**src/rtl/irq_debounce.sv**
```systemverilog
// irq_debounce: per-channel 2-flop synchronizer plus N-cycle debounce filter for
// five external interrupt lines, with a small CPU register file (DEB, EN, STATE, EVT).
// Ports: clk/reset (async active-low), raw_in -> irq_in (registered filtered lines),
//        cs/nr_w/adres/data_out register write path, data_in combinational read data.
module irq_debounce (
  input  logic       clk,
  input  logic       reset,
  input  logic [4:0] raw_in,
  output logic [4:0] irq_in,
  input  logic       cs,
  input  logic       nr_w,
  input  logic [1:0] adres,
  input  logic [7:0] data_out,
  output logic [7:0] data_in
);

  localparam int NCH = 5;

  localparam logic [1:0] ADR_DEB   = 2'b00;
  localparam logic [1:0] ADR_EN    = 2'b01;
  localparam logic [1:0] ADR_STATE = 2'b10;
  localparam logic [1:0] ADR_EVT   = 2'b11;

  logic [4:0] s1_q, s2_q;
  logic [4:0] out_q, out_d;
  logic [4:0] en_q, en_d;
  logic [4:0] evt_q, evt_d;
  logic [7:0] deb_q, deb_d;
  logic [7:0] cnt_q [NCH];
  logic [7:0] cnt_d [NCH];

  logic       wr_en, deb_wr, en_wr, evt_wr;
  logic [7:0] n_last;
  logic [4:0] evt_set;

  assign wr_en  = cs & nr_w;
  assign deb_wr = wr_en && (adres == ADR_DEB);
  assign en_wr  = wr_en && (adres == ADR_EN);
  assign evt_wr = wr_en && (adres == ADR_EVT);

  // A length of 0 behaves as 1; the counter compares against N-1.
  assign n_last = (deb_q == 8'd0) ? 8'd0 : (deb_q - 8'd1);

  always_comb begin
    out_d   = out_q;
    evt_set = '0;
    for (int i = 0; i < NCH; i++) begin
      cnt_d[i] = cnt_q[i];
      if (!en_q[i]) begin
        // Disabled channel is held low silently; no event is logged for this clear.
        out_d[i] = 1'b0;
        cnt_d[i] = 8'd0;
      end else if (deb_wr) begin
        // A new length restarts every debounce in progress; outputs hold.
        cnt_d[i] = 8'd0;
      end else if (s2_q[i] != out_q[i]) begin
        if (cnt_q[i] == n_last) begin
          out_d[i]   = s2_q[i];
          cnt_d[i]   = 8'd0;
          evt_set[i] = 1'b1;
        end else begin
          cnt_d[i] = cnt_q[i] + 8'd1;
        end
      end else begin
        cnt_d[i] = 8'd0;
      end
    end
  end

  assign deb_d = deb_wr ? data_out : deb_q;
  assign en_d  = en_wr ? data_out[4:0] : en_q;
  // Write-1-to-clear, with a same-edge set taking priority.
  assign evt_d = (evt_q & ~(evt_wr ? data_out[4:0] : 5'b0)) | evt_set;

  always_ff @(posedge clk or negedge reset) begin
    if (!reset) begin
      s1_q  <= '0;
      s2_q  <= '0;
      out_q <= '0;
      evt_q <= '0;
      en_q  <= 5'b11111;
      deb_q <= 8'h04;
      for (int i = 0; i < NCH; i++) cnt_q[i] <= 8'd0;
    end else begin
      s1_q  <= raw_in;
      s2_q  <= s1_q;
      out_q <= out_d;
      evt_q <= evt_d;
      en_q  <= en_d;
      deb_q <= deb_d;
      for (int i = 0; i < NCH; i++) cnt_q[i] <= cnt_d[i];
    end
  end

  assign irq_in = out_q;

  always_comb begin
    data_in = 8'h00;
    if (cs && !nr_w) begin
      case (adres)
        ADR_DEB:   data_in = deb_q;
        ADR_EN:    data_in = {3'b000, en_q};
        ADR_STATE: data_in = {3'b000, out_q};
        ADR_EVT:   data_in = {3'b000, evt_q};
        default:   data_in = 8'h00;
      endcase
    end
  end

endmodule

```
**config.mk**
```make
export PLATFORM = sky130hd
export DESIGN_NAME = irq_debounce
export DESIGN_NICKNAME = d
export VERILOG_FILES = /design/src/rtl/irq_debounce.sv
export SDC_FILE = /design/constraint.sdc
export NUM_CORES = 1
export LEC_CHECK = 0
export CAP_MARGIN = 20
export CORE_ASPECT_RATIO = 0.6
export CORE_MARGIN = 4
export CORE_UTILIZATION = 42
export CTS_CLUSTER_DIAMETER = 80
export DETAILED_ROUTE_END_ITERATION = 10
export GPL_ROUTABILITY_DRIVEN = 0
export MAX_ROUTING_LAYER = met4
export PLACE_DENSITY_LB_ADDON = 0.1
export SETUP_SLACK_MARGIN = 0.02
export SYNTH_ARGS = -nofsm -noshare
export SYNTH_HDL_FRONTEND = slang
export SYNTH_SLANG_ARGS = --single-unit
```
**constraint.sdc**
```tcl
create_clock -name clk -period 3.3 [get_ports clk]
set_input_delay 0.495 -clock clk [delete_from_list [all_inputs] [get_ports clk]]
set_output_delay 0.495 -clock clk [all_outputs]
set_load 0.03 [all_outputs]
```
==> impl_metrics.json, run 1 <==
{
  "port_buffers": 31,
  "critPathSlowestCell": "clkdlybuf4s50_1",
  "dpl.hpwl_um": 8650,
  "synthesis.area_mm2": 0.00452,
  "cts_hold_buf": 0,
  "synth_top_area_share_pct": 37.1,
  "worstMarginPinSlew_ns": 0.920,
  "slew-limit-headroom_pct": 38.7,
  "use_met1_pct": 31.2,
  "worstSetupEndpointType": "primary output",
  "slew_violations": 0,
  "finalCritPeriodShare_pct": 93.0,
  "r2r_cells": 9,
  "coreArea_mm2": 0.0105,
  "synthesis.nets": 507,
  "fmax_mhz": 326,
  "status": "finished clean",
  "grt_pass1_vias": 3489,
  "postCtsSetupRepairBufs": 0,
  "post_dp_cell_area_mm2": 0.00492,
  "yosys.area.top_type": "dfrtp_1",
  "clk_pin_slew_ns": 0.06,
  "wirelength_um": 11900,
  "synthTopCellsByArea": "dfrtp_1 (37%), xnor2_1 (5.4%), xor2_1 (4.8%)",
  "cpPeakStageDelay_ns": 0.76,
  "fin_area_mm2": 0.00520,
  "cts_tree": "built",
  "async_reset_ff_share_pct": 100,
  "hold_viol_final": 0,
  "num_rows": 29,
  "boundaryPins": 32,
  "critPathRequiredTime_ns": 2.80,
  "start_kind": "input pin",
  "drtAntennaViolNets": 0,
  "nets": 531,
  "setup_viol": 0,
  "ys_ff_latch": 73,
  "ys_seq_area_share_pct": 40.6,
  "grt_pass1_wl_um": 19300,
  "die_w_um": 142,
  "htree_levels": 3,
  "met2_usage_pct": 27.4,
  "grt_max_degree": 74,
  "power_mw": 2.87,
  "track_usage_pct": 20.8,
  "crit_type": "in2out",
  "maxCapViolCount": 0,
  "die_h_um": 88.4,
  "crit_top_cell": "clkdlybuf4s50_1",
  "clkLatencyLatePin_ns": 0.34,
  "wire_per_inst_um": 18.4,
  "drc": 0,
  "finalCriticalPeriod_ns": 3.07,
  "fp.dieArea_mm2": 0.0125,
  "irDropWorstVdd_mv": 0.311,
  "grt-busiest-layer": "met1",
  "fin_skew_ns": 0.00878,
  "overflow": 0,
  "critPathMaxFanout": 8,
  "p_leak_nw": 2.12,
  "synth_edf_count": 0,
  "clock_path_buffers": 2,
  "firstDrtPassIters": 7,
  "clock-sinks": 73,
  "vias_per_cell": 5.64,
  "min_path_type": "in2async",
  "synth_warnings": 0,
  "grt_util_met3_pct": 4.70,
  "ys.flop_type": "dfrtp_1",
  "antenna_found_initial": 0,
  "ctsResizeCount": 0,
  "arrival_ns": 2.58,
  "cp_cell_sequence": "clkdlybuf4s50_1 -> mux4_2 -> and2_1 -> clkdlybuf4s50_1",
  "num_antenna_cells": 0,
  "netlist_instances": 481,
  "setup-tns-final_ns": 0,
  "num_vias": 3660,
  "pre_cts_ws_ns": 0.233,
  "drt_iter0_markers": 315,
  "nFillCells": 1026,
  "rsz0062_at_grt": "no",
  "layout-drive-gt1-share_pct": 13.3,
  "numCtsBuffers": 9,
  "final.setup.worst_slack_ns": 0.230,
  "root_buffer": "clkbuf_16",
  "syn_area_per_cell_um2": 9.40,
  "ys_types": 65,
  "start_util_pct": 43.0,
  "power_density_mw_per_mm2": 552,
  "area_growth_syn_to_layout_pct": 15.1
}
[kinds of logic after synthesis]
kind of cell | share of synthesized area (%)
AND/OR/NAND/NOR | 24.8
AO/OA/AOI/OAI | 12.6
flip-flops | 40.6
XOR/XNOR | 10.6
buffers and inverters | 4.29
multiplexers | 5.15
adder cells (fa/ha/maj) | 1.94
[cell type report]
cell class	count	area (um^2)	area share, %
tap	139	174	3.34
clock buffer	9	225	4.33
sequential	73	1830	35.2
clock inverter	7	53.8	1.03
timing repair buffer	41	383	7.36
multi-input combinational	369	2490	47.9
inverter	11	41.3	0.793
[final timing paths]
check,from,endpoint,slack [ns]
max in group asynchronous,reset,cnt_q[21],2.41
worst min-delay path,reset,cnt_q[24],0.27
worst max register to register,deb_q[0],cnt_q[23],0.28
min in group clk,s1_q[1],s2_q[1],0.35
worst max-delay path,adres[1],data_in[3],0.23
worst min register to register,s1_q[1],s2_q[1],0.35
[state kept, by name, indices dropped and copies added (netlist names)]
register	count
deb_q	8
s2_q	5
evt_q	5
en_q	5
irq_in	5
s1_q	5
cnt_q	40
[Yosys cell counts, types with 3 or more instances]
master     n
nor4_4     3
o31a_1     3
or4_4      3
and2_1     6
buf_4      3
buf_6      3
clkbuf_1  11
nor3_1     7
xnor2_1   28
a21oi_1   12
nor2_1    56
dfrtp_1   67
nor2b_1   12
a211oi_1   3
dfstp_2    6
nor4_1     4
nand2b_1   6
o21ai_0   19
buf_2      9
o31ai_1    5
o21a_1     5
nand3_1   26
and3_1    17
mux2i_1    3
or3_1      4
xor2_1    25
ha_1       7
or2_2      4
inv_1     11
or4_1      3
mux4_2     5
nand2_1   47
a221o_1    4
a22oi_1    3
mux2_2     8
o211ai_1   7
[report_power, final]
group	internal [mW]	switching (mW)
clock	0.513	0.403
sequential	0.979	0.126
combinational	0.364	0.486
total	1.86	1.02
[critical path: cells and delay by family]
| family | cells | cell delay [ns] |
|---|---|---|
| buffers and inverters | 2 | 1.34 |
| multiplexers | 1 | 0.56 |
| AND/OR/NAND/NOR | 1 | 0.17 |
[routing by layer]
metal	wire length, um	vias up	share of wire (%)
met5	0	-	0
met4	108	0	0.90
met3	676	11	5.7
met2	4840	103	41
met1	6320	1797	53
li1	-	1749	-
[per-stage QoR]
stage | hold WS, ns | util (%) | std cells
after floorplan | 0.199 | - | 481
after global placement | 0.333 | 46.8 | 633
after detailed placement | 0.335 | 46.8 | 633
after CTS | 0.333 | 49.5 | 649
after global routing | 0.355 | 49.5 | 649
final | 0.272 | 49.5 | 649
[placed cells by master (no fill, tap or decap), types with 3 or more instances in the layout]
| cell type | Yosys | final |
|---|---|---|
| a211oi_1 | 3 | 3 |
| a21oi_1 | 12 | 12 |
| a221o_1 | 4 | 4 |
| a22oi_1 | 3 | 3 |
| and2_1 | 6 | 6 |
| and3_1 | 17 | 17 |
| buf_4 | 3 | 11 |
| clkbuf_16 | 0 | 9 |
| clkdlybuf4s50_1 | 0 | 30 |
| clkinvlp_4 | 0 | 3 |
| dfrtp_1 | 67 | 67 |
| dfstp_2 | 6 | 6 |
| ha_1 | 7 | 7 |
| inv_1 | 11 | 11 |
| mux2_2 | 8 | 8 |
| mux2i_1 | 3 | 3 |
| mux4_2 | 5 | 5 |
| nand2_1 | 47 | 47 |
| nand2b_1 | 6 | 6 |
| nand3_1 | 26 | 26 |
| nor2_1 | 56 | 56 |
| nor2b_1 | 12 | 12 |
| nor3_1 | 7 | 7 |
| nor4_1 | 4 | 4 |
| nor4_4 | 3 | 3 |
| o211ai_1 | 7 | 7 |
| o21a_1 | 5 | 5 |
| o21ai_0 | 19 | 19 |
| o31a_1 | 3 | 3 |
| o31ai_1 | 5 | 5 |
| or2_2 | 4 | 4 |
| or3_1 | 4 | 4 |
| or4_1 | 3 | 3 |
| or4_4 | 3 | 3 |
| xnor2_1 | 28 | 28 |
| xor2_1 | 25 | 25 |
No activity file was read; power rests on OpenSTA's default activity.
==> inputs of run 2 (changes only) <==
--- a/config.mk
+++ b/config.mk
@@ -8,10 +8,11 @@
 export CAP_MARGIN = 20
 export CORE_ASPECT_RATIO = 0.6
 export CORE_MARGIN = 4
-export CORE_UTILIZATION = 42
+export CORE_UTILIZATION = 29
 export CTS_CLUSTER_DIAMETER = 80
 export DETAILED_ROUTE_END_ITERATION = 10
 export GPL_ROUTABILITY_DRIVEN = 0
+export HOLD_SLACK_MARGIN = 0.1
 export MAX_ROUTING_LAYER = met4
 export PLACE_DENSITY_LB_ADDON = 0.1
 export SETUP_SLACK_MARGIN = 0.02
==> impl_metrics.json, run 2 (synthesized netlist as in run 1, its figures left out) <==
{
  "status": "finished clean",
  "r2r-start": "deb_q[2]",
  "maxCapViolCount": 0,
  "start_util_pct": 29.5,
  "vias_per_cell": 5.06,
  "timing.reg2reg.setup_slack_ns": 0.30,
  "critPathLaunch": "adres[1]",
  "clock-sinks": 73,
  "num_rows": 35,
  "start_kind": "input pin",
  "drc": 0,
  "finalCritPeriodShare_pct": 93.3,
  "root_buffer": "clkbuf_16",
  "layout-drive-gt1-share_pct": 15.0,
  "finalCriticalPeriod_ns": 3.08,
  "p_leak_nw": 2.19,
  "coreArea_mm2": 0.0153,
  "arrival_ns": 2.58,
  "r2r_cells": 7,
  "clk_pin_slew_ns": 0.06,
  "die_w_um": 169,
  "die_h_um": 105,
  "nets": 541,
  "port_buffers": 31,
  "fin_hold_ws_ns": 0.273,
  "num_antenna_cells": 0,
  "nFillCells": 1572,
  "area_growth_syn_to_layout_pct": 19.2,
  "clock_path_buffers": 2,
  "critPathMaxFanout": 6,
  "grt_max_degree": 74,
  "worstMarginPinSlew_ns": 0.964,
  "fmax_mhz": 325,
  "worstSetupEndpointType": "primary output",
  "wl_met1_um": 6990,
  "cts_tree": "built",
  "num_vias": 3658,
  "boundaryPins": 32,
  "min_path_type": "in2async",
  "hold_viol_final": 0,
  "cts_hold_buf": 0,
  "multiInputGateArea_mm2": 0.00250,
  "layout_commonest_cell": "dfrtp_1",
  "final-seq-area_mm2": 0.00183,
  "grt_pass1_vias": 3611,
  "largest_register_ffs": 40,
  "irDropWorstVdd_mv": 0.214,
  "grt_pass1_wl_um": 20900,
  "fin_skew_ns": 0.00778,
  "ctsResizeCount": 0,
  "drtAntennaViolNets": 0,
  "fp.dieArea_mm2": 0.0177,
  "overflow": 0,
  "postCtsSetupRepairBufs": 0,
  "antenna_found_initial": 0,
  "top_regs": "cnt_q (40), deb_q (8)",
  "numCtsBuffers": 9,
  "track_usage_pct": 15.5,
  "wire_per_inst_um": 17.7,
  "setup_viol": 0,
  "slew-limit-headroom_pct": 35.7,
  "dpl.hpwl_um": 9500,
  "dr_wl_met3_um": 836,
  "drt_iter0_markers": 284,
  "crit_type": "in2out",
  "firstDrtPassIters": 6,
  "setup-tns-final_ns": 0,
  "wirelength_um": 12800,
  "r2r-end": "cnt_q[39]",
  "layout_common_cells": "dfrtp_1 (67), nor2_1 (56), nand2_1 (47), clkdlybuf4s50_1 (30), xnor2_1 (28)",
  "dr.max_layer_used": "met4",
  "slew_violations": 0,
  "clkLatencyLatePin_ns": 0.33,
  "rsz0062_at_grt": "no",
  "regMostFlops": "cnt_q",
  "htree_levels": 3,
  "endpoint": "data_in[2]",
  "dr_wl_met2_um": 4870,
  "critPathRequiredTime_ns": 2.80,
  "power_density_mw_per_mm2": 550
}
==> run 2: cell count changes in the layout (fill, tap and decap cells not counted), sizes merged <==
| cell | delta |
|---|---|
| clkbuf | +1 |
| clkinvlp | -1 |
| buf | +10 |
==> run 2: worst min path at each step <==
stage	start	end	slack, ns
detailed placement	s1_q[0]	s2_q[0]	0.33
CTS	reset	s1_q[1]	0.34
global placement	s1_q[3]	s2_q[3]	0.33
finish	reset	s1_q[1]	0.27
floorplan	reset	cnt_q[0]	0.20
global route	s1_q[0]	s2_q[0]	0.35
==> run 2: power breakdown <==
group	total [mW]	internal (mW)	switching, mW	leakage [nW]
Combinational	0.918	0.405	0.513	1.09
Clock	0.948	0.538	0.411	0.136
Sequential	1.10	0.978	0.120	0.959
==> run 2: layer usage <==
metal	vias up	track usage, %
li1	1763	-
met2	93	19.2
met4	0	3.04
met3	8	3.74
met5	-	-
met1	1794	24.8
==> run 2: per-stage QoR <==
stage	instances	total power [mW]	utilization, %	setup slack [ns]	area [um^2]
floorplan	481	1.70	-	0.327	4520
global placement	707	2.01	33.2	0.229	5090
detailed placement	707	2.02	33.2	0.189	5090
CTS	723	2.99	35.1	0.186	5380
global route	723	3.15	35.2	0.0288	5390
finish	723	2.96	35.2	0.222	5390
==> run 2: final cells by class <==
cell class              count  share of cell area (%)
repair buffers             51                    8.73
clock buffers              10                    4.44
inverters                  11                   0.766
well taps                 203                    4.71
multi-input cells         369                    46.4
flip-flops and latches     73                    34.0
clock inverters             6                   0.929
==> run 2: critical path, stage by stage <==
cell             delay [ns]
clkdlybuf4s50_1        0.75
mux4_2                 0.55
and2_1                 0.19
clkdlybuf4s50_1        0.60
